## config.mk

```make
export PLATFORM = sky130hd
export DESIGN_NAME = multi_cycle_control_flat
export DESIGN_NICKNAME = d
export VERILOG_FILES = /design/src/rtl/multi_cycle_control_if.sv /design/src/rtl/multi_cycle_control.sv /design/src/flat_wrapper.sv
export SDC_FILE = /design/constraint.sdc
export NUM_CORES = 1
export LEC_CHECK = 0
export ABC_AREA = 0
export BUFFER_PORTS_ARGS = -buffer_cell sky130_fd_sc_hd__clkbuf_2
export CAP_MARGIN = 15
export CORE_MARGIN = 3
export CORE_UTILIZATION = 46
export CTS_BUF_LIST = sky130_fd_sc_hd__clkbuf_4 sky130_fd_sc_hd__clkbuf_8
export CTS_CLUSTER_DIAMETER = 150
export CTS_CLUSTER_SIZE = 24
export DETAILED_ROUTE_END_ITERATION = 12
export PLACE_DENSITY = 0.81
export SLEW_MARGIN = 5
export SYNTH_ARGS = -nofsm -noshare
export SYNTH_HDL_FRONTEND = slang
export SYNTH_SLANG_ARGS = --single-unit
```

## constraint.sdc

```tcl
create_clock -name clk -period 5.3 [get_ports clk]
set_input_delay 1.325 -clock clk [delete_from_list [all_inputs] [get_ports clk]]
set_output_delay 1.325 -clock clk [all_outputs]
set_load 0.1 [all_outputs]
```

## src/rtl/multi_cycle_control_if.sv

```systemverilog
`default_nettype none
// ----------------------------------------------------------------------------
// multi_cycle_control_if : datapath <-> multi-cycle control bundle
// Rev 1.0
// ----------------------------------------------------------------------------
interface multi_cycle_control_if #(
  parameter int CNT_W = 32
);
  logic [5:0]       Op;
  logic [5:0]       Funct;
  logic             Zero;
  logic             mem_ready;
  logic             PCEn;
  logic             IorD;
  logic             MemRead;
  logic             MemWrite;
  logic             IRWrite;
  logic             MemtoReg;
  logic             RegDst;
  logic             Link;
  logic             RegWrite;
  logic             ALUSrcA;
  logic [1:0]       ALUSrcB;
  logic [5:0]       ALUOp;
  logic [1:0]       PCSource;
  logic             Illegal;
  logic [3:0]       state;
  logic [CNT_W-1:0] instr_count;

  modport master (
    input  Op, Funct, Zero, mem_ready,
    output PCEn, IorD, MemRead, MemWrite, IRWrite, MemtoReg, RegDst, Link,
           RegWrite, ALUSrcA, ALUSrcB, ALUOp, PCSource, Illegal, state,
           instr_count
  );

  modport slave (
    output Op, Funct, Zero, mem_ready,
    input  PCEn, IorD, MemRead, MemWrite, IRWrite, MemtoReg, RegDst, Link,
           RegWrite, ALUSrcA, ALUSrcB, ALUOp, PCSource, Illegal, state,
           instr_count
  );
endinterface
`default_nettype wire

```

## src/rtl/multi_cycle_control.sv

```systemverilog
`default_nettype none
// ----------------------------------------------------------------------------
// multi_cycle_control : Moore control FSM for a multi-cycle MIPS datapath
// Rev 1.0
// ----------------------------------------------------------------------------
module multi_cycle_control #(
  parameter int CNT_W = 32
) (
  input  wire logic               clk,
  input  wire logic               reset,
  multi_cycle_control_if.master   bus
);

  typedef enum logic [3:0] {
    FETCH  = 4'd0,  DECODE = 4'd1,  MEMADR = 4'd2,  MEMRD  = 4'd3,
    MEMWB  = 4'd4,  MEMWR  = 4'd5,  EXEC   = 4'd6,  RWB    = 4'd7,
    BRANCH = 4'd8,  JUMP   = 4'd9,  ADDIEX = 4'd10, ADDIWB = 4'd11,
    TRAP   = 4'd12
  } state_e;

  localparam logic [5:0] ALU_ADD = 6'h20;
  localparam logic [5:0] ALU_SUB = 6'h22;

  state_e           state_q, state_d;
  logic [CNT_W-1:0] count_q, count_d;

  logic       pc_write, pc_write_cond, iord, mem_read, mem_write, ir_write;
  logic       mem_to_reg, reg_dst, link, reg_write, alu_src_a;
  logic [1:0] alu_src_b, pc_source;
  logic [5:0] alu_op;
  logic       funct_ok;

  always_comb begin
    funct_ok = 1'b0;
    case (bus.Funct)
      6'h20, 6'h22, 6'h24, 6'h25, 6'h2A: funct_ok = 1'b1;
      default:                           funct_ok = 1'b0;
    endcase
  end

  always_comb begin
    state_d       = state_q;
    pc_write      = 1'b0;
    pc_write_cond = 1'b0;
    iord          = 1'b0;
    mem_read      = 1'b0;
    mem_write     = 1'b0;
    ir_write      = 1'b0;
    mem_to_reg    = 1'b0;
    reg_dst       = 1'b0;
    link          = 1'b0;
    reg_write     = 1'b0;
    alu_src_a     = 1'b0;
    alu_src_b     = 2'b00;
    alu_op        = ALU_ADD;
    pc_source     = 2'b00;
    case (state_q)
      FETCH: begin
        mem_read  = 1'b1;
        alu_src_b = 2'b01;
        if (bus.mem_ready) begin
          ir_write = 1'b1;
          pc_write = 1'b1;
          state_d  = DECODE;
        end
      end
      DECODE: begin
        alu_src_b = 2'b11;
        case (bus.Op)
          6'h00:        state_d = funct_ok ? EXEC : TRAP;
          6'h23, 6'h2B: state_d = MEMADR;
          6'h04:        state_d = BRANCH;
          6'h02, 6'h03: state_d = JUMP;
          6'h08:        state_d = ADDIEX;
          default:      state_d = TRAP;
        endcase
      end
      MEMADR: begin
        alu_src_a = 1'b1;
        alu_src_b = 2'b10;
        state_d   = (bus.Op == 6'h2B) ? MEMWR : MEMRD;
      end
      MEMRD: begin
        mem_read = 1'b1;
        iord     = 1'b1;
        if (bus.mem_ready) state_d = MEMWB;
      end
      MEMWB: begin
        reg_write  = 1'b1;
        mem_to_reg = 1'b1;
        state_d    = FETCH;
      end
      MEMWR: begin
        mem_write = 1'b1;
        iord      = 1'b1;
        if (bus.mem_ready) state_d = FETCH;
      end
      EXEC: begin
        alu_src_a = 1'b1;
        alu_op    = bus.Funct;
        state_d   = RWB;
      end
      RWB: begin
        reg_write = 1'b1;
        reg_dst   = 1'b1;
        state_d   = FETCH;
      end
      BRANCH: begin
        alu_src_a     = 1'b1;
        alu_op        = ALU_SUB;
        pc_write_cond = 1'b1;
        pc_source     = 2'b01;
        state_d       = FETCH;
      end
      JUMP: begin
        pc_write  = 1'b1;
        pc_source = 2'b10;
        // jal: PC already holds PC+4, so the link value comes straight from PC
        if (bus.Op == 6'h03) begin
          reg_write = 1'b1;
          link      = 1'b1;
        end
        state_d = FETCH;
      end
      ADDIEX: begin
        alu_src_a = 1'b1;
        alu_src_b = 2'b10;
        state_d   = ADDIWB;
      end
      ADDIWB: begin
        reg_write = 1'b1;
        state_d   = FETCH;
      end
      TRAP:    state_d = TRAP;
      default: state_d = FETCH;
    endcase
  end

  // Every path back into FETCH from another state completes an instruction.
  always_comb begin
    count_d = count_q;
    if (state_d == FETCH && state_q != FETCH) count_d = count_q + CNT_W'(1);
  end

  always_ff @(posedge clk) begin
    if (reset) begin
      state_q <= FETCH;
      count_q <= '0;
    end else begin
      state_q <= state_d;
      count_q <= count_d;
    end
  end

  assign bus.PCEn        = ~reset & (pc_write | (pc_write_cond & bus.Zero));
  assign bus.IRWrite     = ~reset & ir_write;
  assign bus.RegWrite    = ~reset & reg_write;
  assign bus.MemWrite    = ~reset & mem_write;
  assign bus.MemRead     = ~reset & mem_read;
  assign bus.IorD        = iord;
  assign bus.MemtoReg    = mem_to_reg;
  assign bus.RegDst      = reg_dst;
  assign bus.Link        = link;
  assign bus.ALUSrcA     = alu_src_a;
  assign bus.ALUSrcB     = alu_src_b;
  assign bus.ALUOp       = alu_op;
  assign bus.PCSource    = pc_source;
  assign bus.Illegal     = (state_q == TRAP);
  assign bus.state       = state_q;
  assign bus.instr_count = count_q;

endmodule
`default_nettype wire

```

## src/flat_wrapper.sv

```systemverilog
// flat-port wrapper written by rule: the top's interface ports become plain ports
module multi_cycle_control_flat 
#(
  parameter int CNT_W = 32
)
  (clk, reset, bus_Op, bus_Funct, bus_Zero, bus_mem_ready, bus_PCEn, bus_IorD, bus_MemRead, bus_MemWrite, bus_IRWrite, bus_MemtoReg, bus_RegDst, bus_Link, bus_RegWrite, bus_ALUSrcA, bus_ALUSrcB, bus_ALUOp, bus_PCSource, bus_Illegal, bus_state, bus_instr_count);
  multi_cycle_control_if #(.CNT_W(CNT_W)) bus_i ();
  input  wire logic clk;
  input  wire logic reset;
  input wire logic [$bits(bus_i.Op)-1:0] bus_Op;
  input wire logic [$bits(bus_i.Funct)-1:0] bus_Funct;
  input wire logic [$bits(bus_i.Zero)-1:0] bus_Zero;
  input wire logic [$bits(bus_i.mem_ready)-1:0] bus_mem_ready;
  output wire logic [$bits(bus_i.PCEn)-1:0] bus_PCEn;
  output wire logic [$bits(bus_i.IorD)-1:0] bus_IorD;
  output wire logic [$bits(bus_i.MemRead)-1:0] bus_MemRead;
  output wire logic [$bits(bus_i.MemWrite)-1:0] bus_MemWrite;
  output wire logic [$bits(bus_i.IRWrite)-1:0] bus_IRWrite;
  output wire logic [$bits(bus_i.MemtoReg)-1:0] bus_MemtoReg;
  output wire logic [$bits(bus_i.RegDst)-1:0] bus_RegDst;
  output wire logic [$bits(bus_i.Link)-1:0] bus_Link;
  output wire logic [$bits(bus_i.RegWrite)-1:0] bus_RegWrite;
  output wire logic [$bits(bus_i.ALUSrcA)-1:0] bus_ALUSrcA;
  output wire logic [$bits(bus_i.ALUSrcB)-1:0] bus_ALUSrcB;
  output wire logic [$bits(bus_i.ALUOp)-1:0] bus_ALUOp;
  output wire logic [$bits(bus_i.PCSource)-1:0] bus_PCSource;
  output wire logic [$bits(bus_i.Illegal)-1:0] bus_Illegal;
  output wire logic [$bits(bus_i.state)-1:0] bus_state;
  output wire logic [$bits(bus_i.instr_count)-1:0] bus_instr_count;
  assign bus_i.Op = bus_Op;
  assign bus_i.Funct = bus_Funct;
  assign bus_i.Zero = bus_Zero;
  assign bus_i.mem_ready = bus_mem_ready;
  assign bus_PCEn = bus_i.PCEn;
  assign bus_IorD = bus_i.IorD;
  assign bus_MemRead = bus_i.MemRead;
  assign bus_MemWrite = bus_i.MemWrite;
  assign bus_IRWrite = bus_i.IRWrite;
  assign bus_MemtoReg = bus_i.MemtoReg;
  assign bus_RegDst = bus_i.RegDst;
  assign bus_Link = bus_i.Link;
  assign bus_RegWrite = bus_i.RegWrite;
  assign bus_ALUSrcA = bus_i.ALUSrcA;
  assign bus_ALUSrcB = bus_i.ALUSrcB;
  assign bus_ALUOp = bus_i.ALUOp;
  assign bus_PCSource = bus_i.PCSource;
  assign bus_Illegal = bus_i.Illegal;
  assign bus_state = bus_i.state;
  assign bus_instr_count = bus_i.instr_count;
  multi_cycle_control #(.CNT_W(CNT_W)) u_core (.clk(clk), .reset(reset), .bus(bus_i));
endmodule
```

# Word-level counts from Yosys, hierarchy flattened
# Cells that the tools add are included.
dict set report classes {
  add_sub_neg 1
  n_eq_ne 23
  mux 24
  bitwise 8
  reduce_logical 13
}
# op count
set ops {}
lappend ops {{$eq A6 B6 Y1 const B} 7}
lappend ops {{$add A32 B1 Y32 const B} 1}
lappend ops {{$pmux W4 S8} 1}
lappend ops {{$eq A4 B4 Y1 const B} 5}
lappend ops {{$pmux W4 S5} 1}
lappend ops {{$eq A4 B3 Y1 const B} 4}
lappend ops {{$mux W4} 4}
lappend ops {{$eq A6 B2 Y1 const B} 2}
lappend ops {{$mux W1} 12}
lappend ops {{$pmux W6 S2} 1}
lappend ops {{$reduce_or A2 Y1} 5}
lappend ops {{$eq A4 B2 Y1 const B} 2}
lappend ops {{$logic_not A4 Y1} 2}
lappend ops {{$and A1 B1 Y1} 6}
lappend ops {{$eq A6 B3 Y1 const B} 1}
lappend ops {{$eq A6 B4 Y1 const B} 1}
lappend ops {{$logic_not A6 Y1} 1}
lappend ops {{$pmux W2 S3} 1}
lappend ops {{$reduce_or A5 Y1} 1}
lappend ops {{$eq A4 B1 Y1 const B} 1}
lappend ops {{$pmux W1 S2} 2}
lappend ops {{$pmux W2 S2} 1}
lappend ops {{$reduce_bool A4 Y1} 1}
lappend ops {{$reduce_or A4 Y1} 1}
lappend ops {{5 further kinds} 5}
dict set report word_totals {
  register_bits 36
  word_cells 71
}

# Depth between registers and ports, before layout
dict set report logic_depth {
  ltp_word 8
  depth_mapped 11
  mapped_depth_nobuf 7
}

# Least setup slack after synthesis
# Ideal clock, no wire load.
dict set report synth_timing {
  kind {input to output}
  start {input reset}
  end {output bus_PCEn}
  arrival_ps 4807
  required_ps 3975
  path_slack_ps -832
  stages 3
  cell_sequence {clkbuf_1 -> clkbuf_1 -> nor4b_1}
}
dict set report synth_via {
  elab_chain_cells 2
}
# element line
set synth_lines {}
lappend synth_lines {{start, declared} flat_wrapper.sv:9} ;# input wire logic reset;
lappend synth_lines {{$not A1 Y1} multi_cycle_control.sv:155} ;# assign bus.PCEn = ~reset & (pc_write | (pc_write_cond & bus.Zero));
lappend synth_lines {{$and A1 B1 Y1} multi_cycle_control.sv:155}
lappend synth_lines {{end, declared} flat_wrapper.sv:14} ;# output wire logic [$bits(bus_i.PCEn)-1:0] bus_PCEn;
# No other way between the ends.

# Worst setup path in the final report
dict set report layout_timing {
  start {input reset}
  end {output bus_IRWrite}
}
dict set report layout_via {
  elab_chain_cells 2
}
# element line
set layout_lines {}
lappend layout_lines {{$not A1 Y1} multi_cycle_control.sv:156} ;# assign bus.IRWrite = ~reset & ir_write;
lappend layout_lines {{$and A1 B1 Y1} multi_cycle_control.sv:156}
lappend layout_lines {{end, declared} flat_wrapper.sv:18} ;# output wire logic [$bits(bus_i.IRWrite)-1:0] bus_IRWrite;
# No other way between the ends.

==> results.cfg <==
[clock_tree]
cts_root_buffer = clkbuf_8
hold_buffers = 0
cts_buffers = 5
clkSinkCount = 36
worst_skew_pair.late_latency_ns = 0.30
clk_pin_slew_worst_paths_ns = 0.08
cts_tree = yes
cts-resized-gates = 0
clk_path_buf_depth = 2
htreeDepth = 2
post-cts-setup-buffer-count = 0

[die]
rows = 25
floorplan.initialDensity_pct = 48.1
core_sq_mm = 0.00479
die_y_microns = 76.7
io_pins = 73
die_area_sq_mm = 0.00589
die_x_microns = 76.7

[critical_path]
crit_arrival_ns = 2.77
crit_path_end_kind = output pin
reg2reg_from = u_core.bus.state[1]
ff2ff_path_depth = 7
critPathRequiredTime_ns = 3.97
critPathMaxFanout = 44
crit_path_start_kind = primary input
r2r_slack_ns = 2.07
path_class = in2out
r2r_end = u_core.bus.instr_count[7]

[routing]
vias = 2523
drt-initial-drc-count = 183
ant_nets = 0
wire_per_inst_microns = 13.9
first_pass_iters = 5
drc = 0
drt-total-wl_mm = 5.94
via_per_inst = 5.92

[pwr]
finalPower_mw = 0.632
irDropWorstVdd_mv = 0.114
cellLeakagePower_nw = 1.07
power.density_mw_per_mm2 = 231

[timing]
rsz0062_at_grt = no
maxSlewViolCount = 0
tightest_slew_ns = 0.893
postLayoutSetupSlackWorst_ns = 1.21
finClkSkew_ns = 0.00741
slew_headroom_pct = 40.5
hold_viol_final = 0
clock.fmax_mhz = 244
finalSetupViolCount = 0
fin_crit_sh_pct = 77.3
timing.final.crit_period_ns = 4.09

[global_routing]
grt_pass1_wl_mm = 10.2
antenna_found_initial = 0
grt_pass1_vias = 2309
track_usage_pct = 20.7
grt_max_degree = 58
overflow = 0

[yosys]
synth_fp_nets = 319
synth.distinct_cells = 46
synth-seq-cells = 36
syn_area_per_cell_sq_um = 7.62
synth_async_sr_flop_share_pct = 0
yosys_warnings = 0
synth_area_sq_mm = 0.00230
yosysTopAreaCellShare_pct = 31.3
synth.area.top_cells = dfxtp_1, a21oi_1, or3_1
synth_top_area_cell = dfxtp_1
yosysSeqAreaShare_pct = 31.3
synth_flop_cell = dfxtp_1
synth_edf_count = 0
synthCells = 302

[min_path]
hold_end = u_core.bus.instr_count[20]
hold_path.class = reg2reg
holdPathStages = 2
min_from = u_core.bus.instr_count[20]

[layout]
drive_above_1_share_pct = 25.9
finalNetCount = 375
syn_to_final_growth_pct = 19.1
antennaDiodeCount = 0

[place]
gp_congestion = 0.807
io_buffers = 72
place_hpwl_mm = 4.16
dp_worst_setup_slack_ns = 1.22

[run_status]
run_status = completed

[job]
drv_cap = 0
[placed cells by master, fill, tap and decap left out, drive strengths merged, types with 2 or more instances in the layout]
cell,instances
or4,12
clkbuf,78
and2,5
nand4,6
o21ai,19
o31a,2
inv,5
nand2b,9
nor2,20
and4,4
nor4b,5
or4b,2
and3,15
nor2b,6
nand3,15
mux2i,3
o31ai,13
xor2,2
a21oi,34
mux2,3
nor3,7
clkinv,2
nand2,19
nor4,5
or3,17
dfxtp,36
[cells by family (layout without fill, tap and decap cells)]
group                    after synthesis  count (layout)  synth area share (%)
AND/OR/NAND/NOR                      150             150                  37.9
adder cells (fa/ha/maj)                1               1                 0.543
AO/OA/AOI/OAI                         78              78                  20.7
buffers and inverters                 28              85                  5.71
multiplexers                           6               6                  2.77
XOR/XNOR                               3               3                  1.14
flip-flops                            36              36                  31.3
[layer usage]
layer | part of all wire (%) | vias up | track usage [%]
met5 | 0 | - | 0
li1 | - | 1249 | -
met4 | 1.3 | 0 | 9.06
met1 | 47 | 1180 | 26.6
met2 | 45 | 85 | 32.9
met3 | 6.6 | 9 | 4.58
[final cells by class]
type	count	area, sq um
Clock buffer	6	82.6
Clock inverter	2	10.0
Fill cell	459	2040
Inverter	5	18.8
Multi-Input combinational cell	238	1470
Sequential cell	36	721
Tap cell	67	83.8
Timing Repair Buffer	72	360
[cells in the mapped netlist (4+ instances only)]
cell	n
nor4b_1	5
or4_1	12
nand2b_1	9
o21ai_0	19
nor3_1	7
inv_1	5
and3_1	15
a21oi_1	33
and4_1	4
nor4_1	4
buf_2	6
nor2b_1	6
dfxtp_1	36
nand2_1	19
o31ai_1	13
and2_1	5
or3_1	17
clkbuf_1	14
nand3_1	15
nor2_1	20
nand4_1	6
[stage by stage]
| stage | std cells | util, % | setup TNS, ns | cell area (sq um) | hold slack, ns |
|---|---|---|---|---|---|
| final | 426 | 57.3 | 0 | 2740 | 0.497 |
| after global routing | 426 | 57.3 | 0 | 2740 | 0.518 |
| after CTS | 426 | 57.3 | 0 | 2740 | 0.498 |
| after detailed placement | 418 | 55.3 | 0 | 2650 | 0.486 |
| after global placement | 418 | 55.3 | 0 | 2650 | 0.474 |
| after floorplan | 302 | - | -1.30 | 2320 | 0.930 |
[worst max-delay path by stage]
stage	startpoint	endpoint	slack, ns	depth (start not counted)
2_1_floorplan	reset	bus_IRWrite	-0.65	3
3_3_place_gp	reset	bus_IRWrite	1.24	3
3_5_place_dp	reset	bus_IRWrite	1.22	3
4_1_cts	reset	bus_IRWrite	1.22	3
5_1_grt	reset	bus_MemRead	1.07	3
6_report	reset	bus_IRWrite	1.21	3
[sequential cells by signal, summed over array words and instances (netlist names)]
signal                  count
u_core.bus.state            4
u_core.bus.instr_count     32
[critical path, cell delays in order]
cell and delay [ns]:
clkbuf_2 0.48, nor4_1 0.44, clkbuf_2 0.51
[report_power, final]
part | total (mW) | leakage [nW] | switching, mW | internal (mW)
logic | 0.141 | 0.729 | 0.113 | 0.0283
clock network | 0.208 | 0.0510 | 0.105 | 0.104
registers | 0.282 | 0.290 | 0.00927 | 0.273
Note: power is estimated with default switching activity, not from simulation.
